[src/rtl/shift_seq_pkg.sv]
// rtl/shift_seq_pkg.sv - shared types and fill-source helper for the shift sequencer
package shift_seq_pkg;

    typedef enum logic [2:0] {
        ST_INIT  = 3'd0,
        ST_IDLE  = 3'd1,
        ST_LOAD  = 3'd2,
        ST_SHIFT = 3'd3,
        ST_DONE  = 3'd4
    } state_e;

    localparam logic [1:0] FILL_ZERO = 2'b00;
    localparam logic [1:0] FILL_ONE  = 2'b01;
    localparam logic [1:0] FILL_ROT  = 2'b10;
    localparam logic [1:0] FILL_SER  = 2'b11;

    // Rotate takes the bit leaving the register: MSB when shifting up, LSB when shifting down.
    function automatic logic fill_bit(input logic [1:0] fill,
                                      input logic       dir,
                                      input logic       msb,
                                      input logic       lsb,
                                      input logic       sin);
        logic b;
        case (fill)
            FILL_ZERO: b = 1'b0;
            FILL_ONE:  b = 1'b1;
            FILL_ROT:  b = dir ? lsb : msb;
            default:   b = sin;
        endcase
        return b;
    endfunction

endpackage

[src/rtl/shift_seq_cnt.sv]
// rtl/shift_seq_cnt.sv - loadable down-counter that stops at one
module shift_seq_cnt #(
    parameter int CW = 3
) (
    input  logic          clk_i,
    input  logic          rst_ni,
    input  logic          load_i,
    input  logic [CW-1:0] load_val_i,
    input  logic          dec_i,
    output logic [CW-1:0] cnt_o,
    output logic          is_one_o
);

    localparam logic [CW-1:0] ONE = {{(CW-1){1'b0}}, 1'b1};

    logic [CW-1:0] cnt_q;
    logic [CW-1:0] cnt_d;

    // Load has priority; decrement is held off at one so the count can never wrap.
    always_comb begin
        cnt_d = cnt_q;
        if (load_i) begin
            cnt_d = load_val_i;
        end else if (dec_i && (cnt_q > ONE)) begin
            cnt_d = cnt_q - ONE;
        end
    end

    // Count register.
    always_ff @(posedge clk_i or negedge rst_ni) begin
        if (!rst_ni) begin
            cnt_q <= '0;
        end else begin
            cnt_q <= cnt_d;
        end
    end

    assign cnt_o    = cnt_q;
    assign is_one_o = (cnt_q == ONE);

endmodule

[src/rtl/shift_sequencer.sv]
// rtl/shift_sequencer.sv - load-and-shift command controller for an external shift register
module shift_sequencer
    import shift_seq_pkg::*;
#(
    parameter int W  = 4,
    parameter int CW = $clog2(W) + 1
) (
    input  logic          clk_i,
    input  logic          res_ni,
    input  logic          start_i,
    input  logic          abort_i,
    input  logic [W-1:0]  din_i,
    input  logic [CW-1:0] amt_i,
    input  logic          dir_i,
    input  logic [1:0]    fill_i,
    input  logic          sin_i,
    input  logic [W-1:0]  sr_q_i,
    output logic          sr_clr_o,
    output logic          sr_pen_o,
    output logic          sr_len_o,
    output logic          sr_inr_o,
    output logic          sr_inl_o,
    output logic [W-1:0]  sr_din_o,
    output logic          busy_o,
    output logic          done_o,
    output logic          sout_o,
    output logic          sout_vld_o
);

    state_e        state_q;
    state_e        state_d;
    logic [W-1:0]  din_q;
    logic [W-1:0]  din_d;
    logic          dir_q;
    logic          dir_d;
    logic [1:0]    fill_q;
    logic [1:0]    fill_d;
    logic          accept;
    logic          cnt_dec;
    logic [CW-1:0] cnt;
    logic          cnt_is_one;
    logic          fill;
    logic          out_bit;

    // A command is taken only from IDLE, and an abort in the same cycle wins.
    assign accept  = (state_q == ST_IDLE) && start_i && !abort_i;
    assign cnt_dec = (state_q == ST_SHIFT);

    shift_seq_cnt #(
        .CW(CW)
    ) u_cnt (
        .clk_i      (clk_i),
        .rst_ni     (res_ni),
        .load_i     (accept),
        .load_val_i (amt_i),
        .dec_i      (cnt_dec),
        .cnt_o      (cnt),
        .is_one_o   (cnt_is_one)
    );

    // Next-state logic; abort returns to INIT from every state except INIT itself.
    always_comb begin
        state_d = state_q;
        case (state_q)
            ST_INIT:  state_d = ST_IDLE;
            ST_IDLE: begin
                if (abort_i) begin
                    state_d = ST_INIT;
                end else if (start_i) begin
                    state_d = ST_LOAD;
                end
            end
            ST_LOAD: begin
                if (abort_i) begin
                    state_d = ST_INIT;
                end else if (cnt != '0) begin
                    state_d = ST_SHIFT;
                end else begin
                    state_d = ST_DONE;
                end
            end
            ST_SHIFT: begin
                if (abort_i) begin
                    state_d = ST_INIT;
                end else if (cnt_is_one) begin
                    state_d = ST_DONE;
                end
            end
            ST_DONE:  state_d = abort_i ? ST_INIT : ST_IDLE;
            default:  state_d = ST_INIT;
        endcase
    end

    // Command fields are captured only when a command is accepted.
    always_comb begin
        din_d  = din_q;
        dir_d  = dir_q;
        fill_d = fill_q;
        if (accept) begin
            din_d  = din_i;
            dir_d  = dir_i;
            fill_d = fill_i;
        end
    end

    // State and command latches.
    always_ff @(posedge clk_i or negedge res_ni) begin
        if (!res_ni) begin
            state_q <= ST_INIT;
            din_q   <= '0;
            dir_q   <= 1'b0;
            fill_q  <= FILL_ZERO;
        end else begin
            state_q <= state_d;
            din_q   <= din_d;
            dir_q   <= dir_d;
            fill_q  <= fill_d;
        end
    end

    // Fill and outgoing bit follow the live register contents.
    always_comb begin
        fill    = fill_bit(fill_q, dir_q, sr_q_i[W-1], sr_q_i[0], sin_i);
        out_bit = dir_q ? sr_q_i[0] : sr_q_i[W-1];
    end

    assign sr_clr_o   = (state_q == ST_INIT);
    assign sr_pen_o   = (state_q == ST_LOAD);
    assign sr_len_o   = dir_q;
    assign sr_inr_o   = fill;
    assign sr_inl_o   = fill;
    assign sr_din_o   = din_q;
    assign busy_o     = (state_q != ST_IDLE);
    assign done_o     = (state_q == ST_DONE);
    assign sout_vld_o = (state_q == ST_SHIFT);
    assign sout_o     = sout_vld_o ? out_bit : 1'b0;

endmodule

[config.mk]
export PLATFORM = sky130hd
export DESIGN_NAME = shift_sequencer
export DESIGN_NICKNAME = d
export VERILOG_FILES = /design/src/rtl/shift_seq_pkg.sv /design/src/rtl/shift_seq_cnt.sv /design/src/rtl/shift_sequencer.sv
export SDC_FILE = /design/constraint.sdc
export NUM_CORES = 1
export LEC_CHECK = 0
export CAP_MARGIN = 20
export CORE_MARGIN = 2
export CORE_UTILIZATION = 39
export CTS_CLUSTER_SIZE = 30
export DETAILED_ROUTE_END_ITERATION = 16
export DONT_BUFFER_PORTS = 1
export PLACE_DENSITY_LB_ADDON = 0.15
export SLEW_MARGIN = 20
export SYNTH_ARGS = -nofsm -noshare
export SYNTH_HDL_FRONTEND = slang
export SYNTH_SLANG_ARGS = --single-unit
[constraint.sdc]
create_clock -name clk_i -period 1.5 [get_ports clk_i]
set_clock_uncertainty 0.2 [all_clocks]
set_input_delay 0.3 -clock clk_i [delete_from_list [all_inputs] [get_ports clk_i]]
set_output_delay 0.3 -clock clk_i [all_outputs]
set_load 0.01 [all_outputs]
==> results of run 1 <==
routing by layer:
layer  global-route usage  wire, um  share of wire  up-vias
li1                     -         -              -      346
met1                0.237       839           0.43      350
met2                0.286       976           0.50       25
met3               0.0604       125          0.064        2
met4               0.0486         4         0.0021        0
met5                    0         0              0        -
flip-flops by register name, indices dropped and copies added, names as in the netlist:
register,flops
sr_din_o,4
fill_q,2
state_q,3
sr_len_o,1
u_cnt.cnt_o,3
timing repair:
action                                 4_1_cts  5_1_grt
hold buffers                                11        0
setup endpoints to repair                    9       21
endpoints found under the hold margin       23        0
resized for setup                           18       20
pin swaps                                    3        5
gates cloned                                 0        0
buffers inserted                             7        1
cell usage after synthesis:
library cell	count
a31oi_1	1
a221oi_1	1
inv_1	5
nor2b_1	1
o21ai_2	1
o2111a_1	1
a22oi_4	1
mux2_2	1
buf_4	1
nor2_1	5
and2_1	1
dfrtp_1	13
o2111ai_1	1
o311ai_1	1
a21oi_1	2
ha_1	3
and2_4	1
nand2_1	28
nand3b_1	1
buf_6	3
o21ai_0	3
nor3b_1	3
nor3_1	1
and3b_1	1
nand3_1	2
o211ai_1	1
stage by stage:
step                setup WS (ns)  utilization  std cells
floorplan                 -0.0826            -         83
global placement          -0.0110        0.489        120
detailed placement        -0.0459        0.489        120
CTS                        -0.215        0.638        142
global route               -0.268        0.678        142
finish                     -0.199        0.678        142
cell usage in the layout (no fill, tap or decap), types with 2 or more instances in the layout:
| cell | count |
|---|---|
| nor3b_2 | 3 |
| dfrtp_1 | 12 |
| clkbuf_4 | 3 |
| buf_6 | 6 |
| nand3_1 | 2 |
| o21ai_2 | 2 |
| dlygate4sd3_1 | 11 |
| inv_2 | 4 |
| nor2_1 | 2 |
| nand2_2 | 2 |
| buf_4 | 17 |
| nand2_1 | 25 |
| ha_4 | 2 |
| nor2_4 | 2 |
power by group:
group | switching (uW) | internal, uW
Sequential | 187 | 509
Clock | 113 | 103
Combinational | 660 | 706
worst paths after layout:
kind / slack, ns / endpoint / from
max reg2reg: 0.01 / state_q[0] / u_cnt.cnt_o[1]
max in group asynchronous: 0.42 / state_q[1] / res_ni
min: 0.04 / state_q[2] / abort_i
max: -0.20 / sr_inr_o / sr_len_o
min reg2reg: 0.35 / sr_din_o[1] / sr_din_o[1]
min in group asynchronous: 0.26 / state_q[2] / res_ni
cells by family (layout without fill, tap and decap cells):
| kind of cell | after synthesis | in the layout |
|---|---|---|
| AND/OR/NAND/NOR | 44 | 44 |
| AO/OA/AOI/OAI | 13 | 13 |
| flip-flops | 13 | 13 |
| buffers and inverters | 9 | 43 |
| adder cells (fa/ha/maj) | 3 | 3 |
| multiplexers | 1 | 1 |
layout make-up:
class / count / area [um^2] / area share
inverters: 5 / 18.8 / 0.0157
well taps: 25 / 31.3 / 0.0262
repair buffers: 34 / 305 / 0.255
multi-input cells: 61 / 488 / 0.408
flip-flops and latches: 13 / 327 / 0.273
clock buffers: 4 / 26.3 / 0.0220
==> results.json, run 1 <==
{
  "critical-path-slowest-cell": "dfrtp_1",
  "critPathRequiredTime_ns": 1.00,
  "rsz0062_at_grt": "yes",
  "drc_errors": 0,
  "tns_ns": -1.23,
  "clock.fmax_ghz": 0.589,
  "fin_area_um2": 1200,
  "synth_top_family_by_area": "simple AND/OR/NAND/NOR gates",
  "place_congestion": 0.757,
  "min_period_ns": 1.70,
  "ys_ff_latch": 13,
  "grt_usage": 0.180,
  "grt_pass1_wl_um": 2810,
  "p_total_uw": 2280,
  "vdd_drop_max_uv": 1040,
  "cts_tree": "done",
  "crit_buf_inv": 0,
  "whs_path_depth": 2,
  "post_dp_cell_area_um2": 863,
  "path_class": "reg2out",
  "path_clk_slew_ns": 0.08,
  "ys_warn_count": 0,
  "drt-pass1-iter-count": 4,
  "num_rows": 15,
  "status": "finished, violations left",
  "fill_cells": 146,
  "fp.coreArea_um2": 1760,
  "chipHeight_um": 47.5,
  "drt_iter0_markers": 18,
  "fp.dieW_um": 47.5,
  "cp-start-kind": "register",
  "port_buffers": 0,
  "synth_fp_nets": 105,
  "clock_path_buffers": 2,
  "initial_core_util": 0.419,
  "grt_pass1_vias": 652,
  "ys_types": 26,
  "cp_max_fo": 2,
  "relSlewSlack": 0.603,
  "cts_root_buf": "clkbuf_4",
  "seq_area_frac_synth": 0.440,
  "synthSimpleGateAreaFrac": 0.269,
  "worstMarginPinSlew_ns": 0.593,
  "drive_gt1_frac": 0.470,
  "synth_xor_area_frac": 0,
  "final-hold-violation-count": 0,
  "maxCapViolCount": 0,
  "grt_antenna_before_repair": 0,
  "violations": "negative setup slack",
  "synth_area_leaders": "dfrtp_1, nand2_1, ha_1, buf_6, nor3b_1",
  "end_kind": "output port",
  "ios": 32,
  "worstSetupPathDepth": 3,
  "path_cells": "mux2_4 -> a21oi_4 -> a31oi_4",
  "synthAdderAreaFrac": 0.0508,
  "netlist_area_um2": 739,
  "synth_compound_area_frac": 0.144,
  "via_count": 723,
  "p_leak_uw": 0.000571,
  "cp_top_family": "flip-flops",
  "grt_overflow": 0,
  "ff2ff_path_depth": 6,
  "die-area_um2": 2260,
  "wl_per_cell_um": 13.7,
  "insertion_delay_ns": 0.28,
  "crit_arrival_ns": 1.20,
  "clkSinkCount": 13,
  "hpwl_um": 1120,
  "hp-class": "in2reg",
  "synth_top_area_share": 0.440,
  "fin_crit_sh": 1.13,
  "setup_viol": 8,
  "synthMuxAreaShare": 0.0152,
  "cts_made_buffers": 3,
  "power_density_nw_per_um2": 1900,
  "hold-worst-slack_ns": 0.0417,
  "critPathMaxStageDelay_ns": 0.39,
  "avgSynthCellArea_um2": 8.91,
  "grt_start_max_net_pins": 14,
  "nNetsFinal": 140,
  "yosys.area.top_type": "dfrtp_1",
  "num_antenna_cells": 0,
  "area_growth_syn_to_layout_pct": 61.8,
  "synthCells": 83,
  "viasPerCell": 5.09,
  "ant_nets": 0,
  "setup_ws_ns": -0.199,
  "drv_slew": 0,
  "routed_wl_um": 1950,
  "htree_levels": 1
}
Power figures use the tool's default switching activity.
==> inputs of run 2 (changes only) <==
--- a/config.mk
+++ b/config.mk
@@ -11,7 +11,7 @@
 export CTS_CLUSTER_SIZE = 30
 export DETAILED_ROUTE_END_ITERATION = 16
 export DONT_BUFFER_PORTS = 1
-export PLACE_DENSITY_LB_ADDON = 0.15
+export PLACE_DENSITY = 0.62
 export SLEW_MARGIN = 20
 export SYNTH_ARGS = -nofsm -noshare
 export SYNTH_HDL_FRONTEND = slang
==> run 2 against run 1 <==
Net effect:
- global-route usage up 0.23 points
- first-iteration DRC count down 17%
- clock power is 4% higher
- die area unchanged
- sequential power shrank 0.7%
- setup slack got worse by 0.018 ns
- routed wire length grew 13%
- the run still ends with negative setup slack left
- via count rose by 5.1%
- utilization grew 5.3 points
- sequential cell count unchanged
- largest cell class unchanged
- total power increased by 8.0%
==> results.json, run 2 (synthesis gave the netlist of run 1 again) <==
{
  "cpMostUsedCell": "buf_6",
  "p_seq_frac": 0.281,
  "hpwl_um": 1200,
  "cp_max_fo": 4,
  "whs_endpoint": "state_q[0]",
  "reg2reg_to": "u_cnt.cnt_o[1]",
  "rr_startpoint": "state_q[0]",
  "area_growth_syn_to_layout_pct": 74.5,
  "drt-pass1-iter-count": 4,
  "maxCapViolCount": 0,
  "path_cells": "buf_6 -> nor3_4 -> buf_6",
  "drv_slew": 0,
  "clock.fmax_ghz": 0.582,
  "whs_path_depth": 3,
  "ff2ff_path_depth": 5,
  "p_clk_frac": 0.091,
  "p_leak_uw": 0.000629,
  "grt_antenna_before_repair": 0,
  "critPathRequiredTime_ns": 1.00,
  "min_period_ns": 1.72,
  "viasPerCell": 5.03,
  "path_class": "reg2out",
  "wl_met1_um": 917,
  "hold_start": "start_i",
  "drive_gt1_frac": 0.492,
  "ant_nets": 0,
  "rsz0062_at_grt": "yes",
  "drc_errors": 0,
  "cts_tree": "done",
  "fp.coreArea_um2": 1760,
  "hold-worst-slack_ns": 0.0928,
  "grt_start_max_net_pins": 14,
  "p_int_uw": 1430,
  "htree_levels": 1,
  "initial_core_util": 0.419,
  "cts_root_buf": "clkbuf_4",
  "grt_pass1_vias": 675,
  "violations": "negative setup slack",
  "reg2reg_setup_slack_ns": -0.06,
  "cp-start-kind": "register",
  "p_total_uw": 2460,
  "place_congestion": 0.726,
  "grt_pass1_wl_um": 2890,
  "routed_wl_um": 2200,
  "final-hold-violation-count": 0,
  "grt_overflow": 0,
  "wl_per_cell_um": 14.5,
  "layout_common_cells": "nand2_1, buf_4, dfrtp_1",
  "status": "finished, violations left",
  "fin_crit_sh": 1.14,
  "relSlewSlack": 0.606,
  "power_density_nw_per_um2": 1910,
  "switching_share": 0.417,
  "ios": 32,
  "layout.cells.non_filler": 151,
  "clkSinkCount": 13,
  "largest_reg_flops": 4,
  "via_count": 760,
  "critPathMaxStageDelay_ns": 0.43,
  "final_common_cell": "nand2_1",
  "die-area_um2": 2260,
  "nNetsFinal": 149,
  "end_kind": "output port",
  "path_clk_slew_ns": 0.08,
  "num_rows": 15,
  "num_antenna_cells": 0,
  "clock_path_buffers": 2,
  "top_layer_used": "met4",
  "chipHeight_um": 47.5,
  "post_dp_cell_area_um2": 886,
  "drt_iter0_markers": 15,
  "worstMarginPinSlew_ns": 0.589,
  "critical-path-slowest-cell": "dfrtp_1",
  "fp.dieW_um": 47.5,
  "setup_ws_ns": -0.217,
  "p_sw_uw": 1030,
  "wl_met3_um": 108,
  "port_buffers": 0,
  "setup_viol": 17,
  "routed-wl-met2_um": 1120,
  "combPwrFrac": 0.628,
  "grt_usage": 0.183,
  "hp-class": "in2reg",
  "crit_arrival_ns": 1.22,
  "insertion_delay_ns": 0.28,
  "place_inst": 123,
  "cts_made_buffers": 3,
  "vdd_drop_max_uv": 1200,
  "fin_area_um2": 1290
}
run 2: power by group through the flow:
stage               sequential [uW]  combinational (uW)  clock, uW
floorplan                       654                 607          0
global placement                659                 893          0
detailed placement              665                 919          0
CTS                             686                1210        225
global route                    707                1660        245
finish                          691                1550        225
run 2: worst max path at each step:
stage                        start         end  slack [ns]  depth (start not counted)
global placement    u_cnt.cnt_o[0]  state_q[0]      -0.009                          6
floorplan                 sr_len_o    sr_inr_o       -0.08                          4
CTS                       sr_len_o    sr_inl_o       -0.21                          3
finish                  state_q[0]    sr_clr_o       -0.22                          3
global route              sr_len_o    sr_inl_o       -0.26                          3
detailed placement  u_cnt.cnt_o[0]  state_q[0]       -0.03                          6
run 2: area by class of cell:
type / instances / area (um^2)
Multi-Input combinational cell: 62 / 510
Fill cell: 130 / 474
Timing Repair Buffer: 42 / 377
Sequential cell: 13 / 327
Tap cell: 25 / 31.3
Clock buffer: 4 / 26.3
Inverter: 5 / 18.8
run 2: repair_timing:
action	in CTS	in global routing
endpoints found under the hold margin	23	0
cloned	0	1
hold buffers	11	0
endpoints found under the setup margin	10	21
setup buffers	5	7
resized for setup	23	19
pin swaps	3	13
run 2: worst max-delay path, delay by kind of cell, from the launching register on:
family,cells,cell delay [ns]
DFF,1,0.43
and+or+nand+nor,1,0.21
buffers and inverters,2,0.29
run 2: through the flow:
step                      worst slack (ns)  utilization   TNS, ns
after floorplan                    -0.0826            -   -0.0826
after global placement            -0.00931        0.502  -0.00931
after detailed placement           -0.0283        0.502   -0.0319
after CTS                           -0.209        0.653     -1.27
after global routing                -0.256        0.731     -2.43
final                               -0.217        0.731     -1.59
run 2: metal layers:
metal / up-vias / track usage
li1: 363 / -
met1: 362 / 0.233
met2: 28 / 0.305
met3: 7 / 0.0566
met4: 0 / 0.0378
met5: - / 0
==> inputs of run 3 (changes only) <==
--- a/config.mk
+++ b/config.mk
@@ -7,11 +7,11 @@
 export LEC_CHECK = 0
 export CAP_MARGIN = 20
 export CORE_MARGIN = 2
-export CORE_UTILIZATION = 39
+export CORE_UTILIZATION = 30
 export CTS_CLUSTER_SIZE = 30
 export DETAILED_ROUTE_END_ITERATION = 16
 export DONT_BUFFER_PORTS = 1
-export PLACE_DENSITY = 0.62
+export PLACE_DENSITY = 0.51
 export SLEW_MARGIN = 20
 export SYNTH_ARGS = -nofsm -noshare
 export SYNTH_HDL_FRONTEND = slang
==> constraint.sdc (replaced) <==
create_clock -name clk_i -period 1.9 [get_ports clk_i]
set_clock_uncertainty 0.2 [all_clocks]
set_input_delay 0.38 -clock clk_i [delete_from_list [all_inputs] [get_ports clk_i]]
set_output_delay 0.38 -clock clk_i [all_outputs]
set_load 0.01 [all_outputs]
==> run 3 against run 2 <==
Net effect:
- the run still ends with negative setup slack left
- worst hold slack lost 0.067 ns
- utilization shrank 35 points
- routed wire length shrank 27%
- setup slack gained 0.17 ns
- sequential cell count is the same
- largest power group is now registers
==> results.json, run 3 (synthesis gave the netlist of run 1 again) <==
{
  "status": "finished, violations left",
  "violations": "negative setup slack",
  "final-hold-violation-count": 0,
  "power_density_nw_per_um2": 1410,
  "critical-path-slowest-cell": "dfrtp_2",
  "hold-worst-slack_ns": 0.0260,
  "setup_ws_ns": -0.0431,
  "grt_overflow": 0,
  "num_antenna_cells": 0,
  "critPathMaxStageDelay_ns": 0.45,
  "tns_ns": -0.0860,
  "final_common_cell": "nand2_1",
  "fin_crit_sh": 1.02,
  "crit_arrival_ns": 1.36,
  "drive_gt1_frac": 0.170,
  "crit_buf_inv": 1,
  "grt_start_max_net_pins": 14,
  "end_kind": "output port",
  "clock.fmax_ghz": 0.515,
  "port_buffers": 0,
  "fill_cells": 238,
  "largest_reg_flops": 4,
  "fp.coreArea_um2": 2280,
  "p_total_uw": 1240,
  "insertion_delay_ns": 0.28,
  "layout_common_cells": "nand2_1, dfrtp_1, dlygate4sd3_1",
  "worstMarginPinSlew_ns": 0.610,
  "hpwl_um": 1100,
  "setup_viol": 2,
  "min_period_ns": 1.94,
  "routed_wl_um": 1600,
  "cts_root_buf": "clkbuf_4",
  "place_inst": 109,
  "drt_iter0_markers": 8,
  "cts_made_buffers": 3,
  "grt_antenna_before_repair": 0,
  "htree_levels": 1,
  "num_rows": 17,
  "place_congestion": 0.665,
  "critPathRequiredTime_ns": 1.32,
  "pre_cts_ws_ns": 0.187,
  "cp-start-kind": "register",
  "maxCapViolCount": 0,
  "p_leak_uw": 0.000432,
  "path_cells": "mux2_4 -> a21oi_2 -> a31oi_1 -> buf_4",
  "path_class": "reg2out",
  "via_count": 604,
  "rsz0062_at_grt": "yes",
  "chipHeight_um": 53.6,
  "wl_per_cell_um": 13.1,
  "relSlewSlack": 0.592,
  "die-area_um2": 2880,
  "cp_max_fo": 3,
  "grt_usage": 0.131,
  "vdd_drop_max_uv": 716,
  "area_growth_syn_to_layout_pct": 18.3,
  "drv_slew": 0,
  "viasPerCell": 4.95,
  "drc_errors": 0,
  "clkSinkCount": 13,
  "nNetsFinal": 117,
  "ios": 32,
  "path_clk_slew_ns": 0.09,
  "grt_pass1_vias": 533,
  "drt-pass1-iter-count": 4,
  "hp-class": "in2reg",
  "grt_pass1_wl_um": 2560,
  "layout.cells.non_filler": 122,
  "cp_top_family": "flip-flops",
  "clock_path_buffers": 2,
  "fp.dieW_um": 53.6,
  "cts_tree": "done",
  "initial_core_util": 0.325,
  "ant_nets": 0
}
==> run 3: final timing paths <==
path	start	to	slack (ns)	depth (start not counted)
max	sr_len_o	sr_inr_o	-0.04	4
min	amt_i[2]	u_cnt.cnt_o[2]	0.03	2
max reg2reg	u_cnt.cnt_o[1]	state_q[0]	0.22	6
min reg2reg	fill_q[1]	fill_q[1]	0.33	2
max in group asynchronous	res_ni	state_q[1]	0.72	1
min in group asynchronous	res_ni	u_cnt.cnt_o[0]	0.35	1
==> run 3: where the power goes <==
group | internal (uW) | switching, uW
Clock | 81.3 | 93.4
Combinational | 212 | 272
Sequential | 406 | 172
Total | 700 | 536
==> run 3: timing repair <==
item | CTS | global route
pin swaps | 1 | 0
gates cloned | 0 | 0
resized for setup | 5 | 2
hold buffers | 4 | 4
endpoints found under the hold margin | 16 | 4
setup endpoints to repair | 3 | 3
setup buffers | 0 | 1
==> run 3: worst register-to-register path, cell delays in order (launching register included) <==
cell	delay (ns)
dfrtp_1	0.38
inv_1	0.16
ha_1	0.17
nor2b_1	0.20
o21ai_0	0.10
a221oi_1	0.27
nand2_1	0.08
==> run 3: per-stage QoR <==
step                      instance area [um^2]   util
after floorplan                            739      -
after global placement                     748  0.329
after detailed placement                   748  0.329
after CTS                                  825  0.362
after global routing                       875  0.384
final                                      875  0.384
==> run 3: final cells by class <==
class | count | area [um^2] | area share
flip-flops and latches | 13 | 330 | 0.378
inverters | 5 | 18.8 | 0.0215
clock buffers | 4 | 26.3 | 0.0300
repair buffers | 11 | 103 | 0.117
multi-input cells | 61 | 362 | 0.413
well taps | 28 | 35.0 | 0.0401
==> run 3: metal layers <==
metal	GRT usage	routed length, um	share of wire
met5	0	0	0
met4	0.0385	13	0.0081
met3	0.0583	72	0.045
met2	0.193	781	0.49
met1	0.172	730	0.46
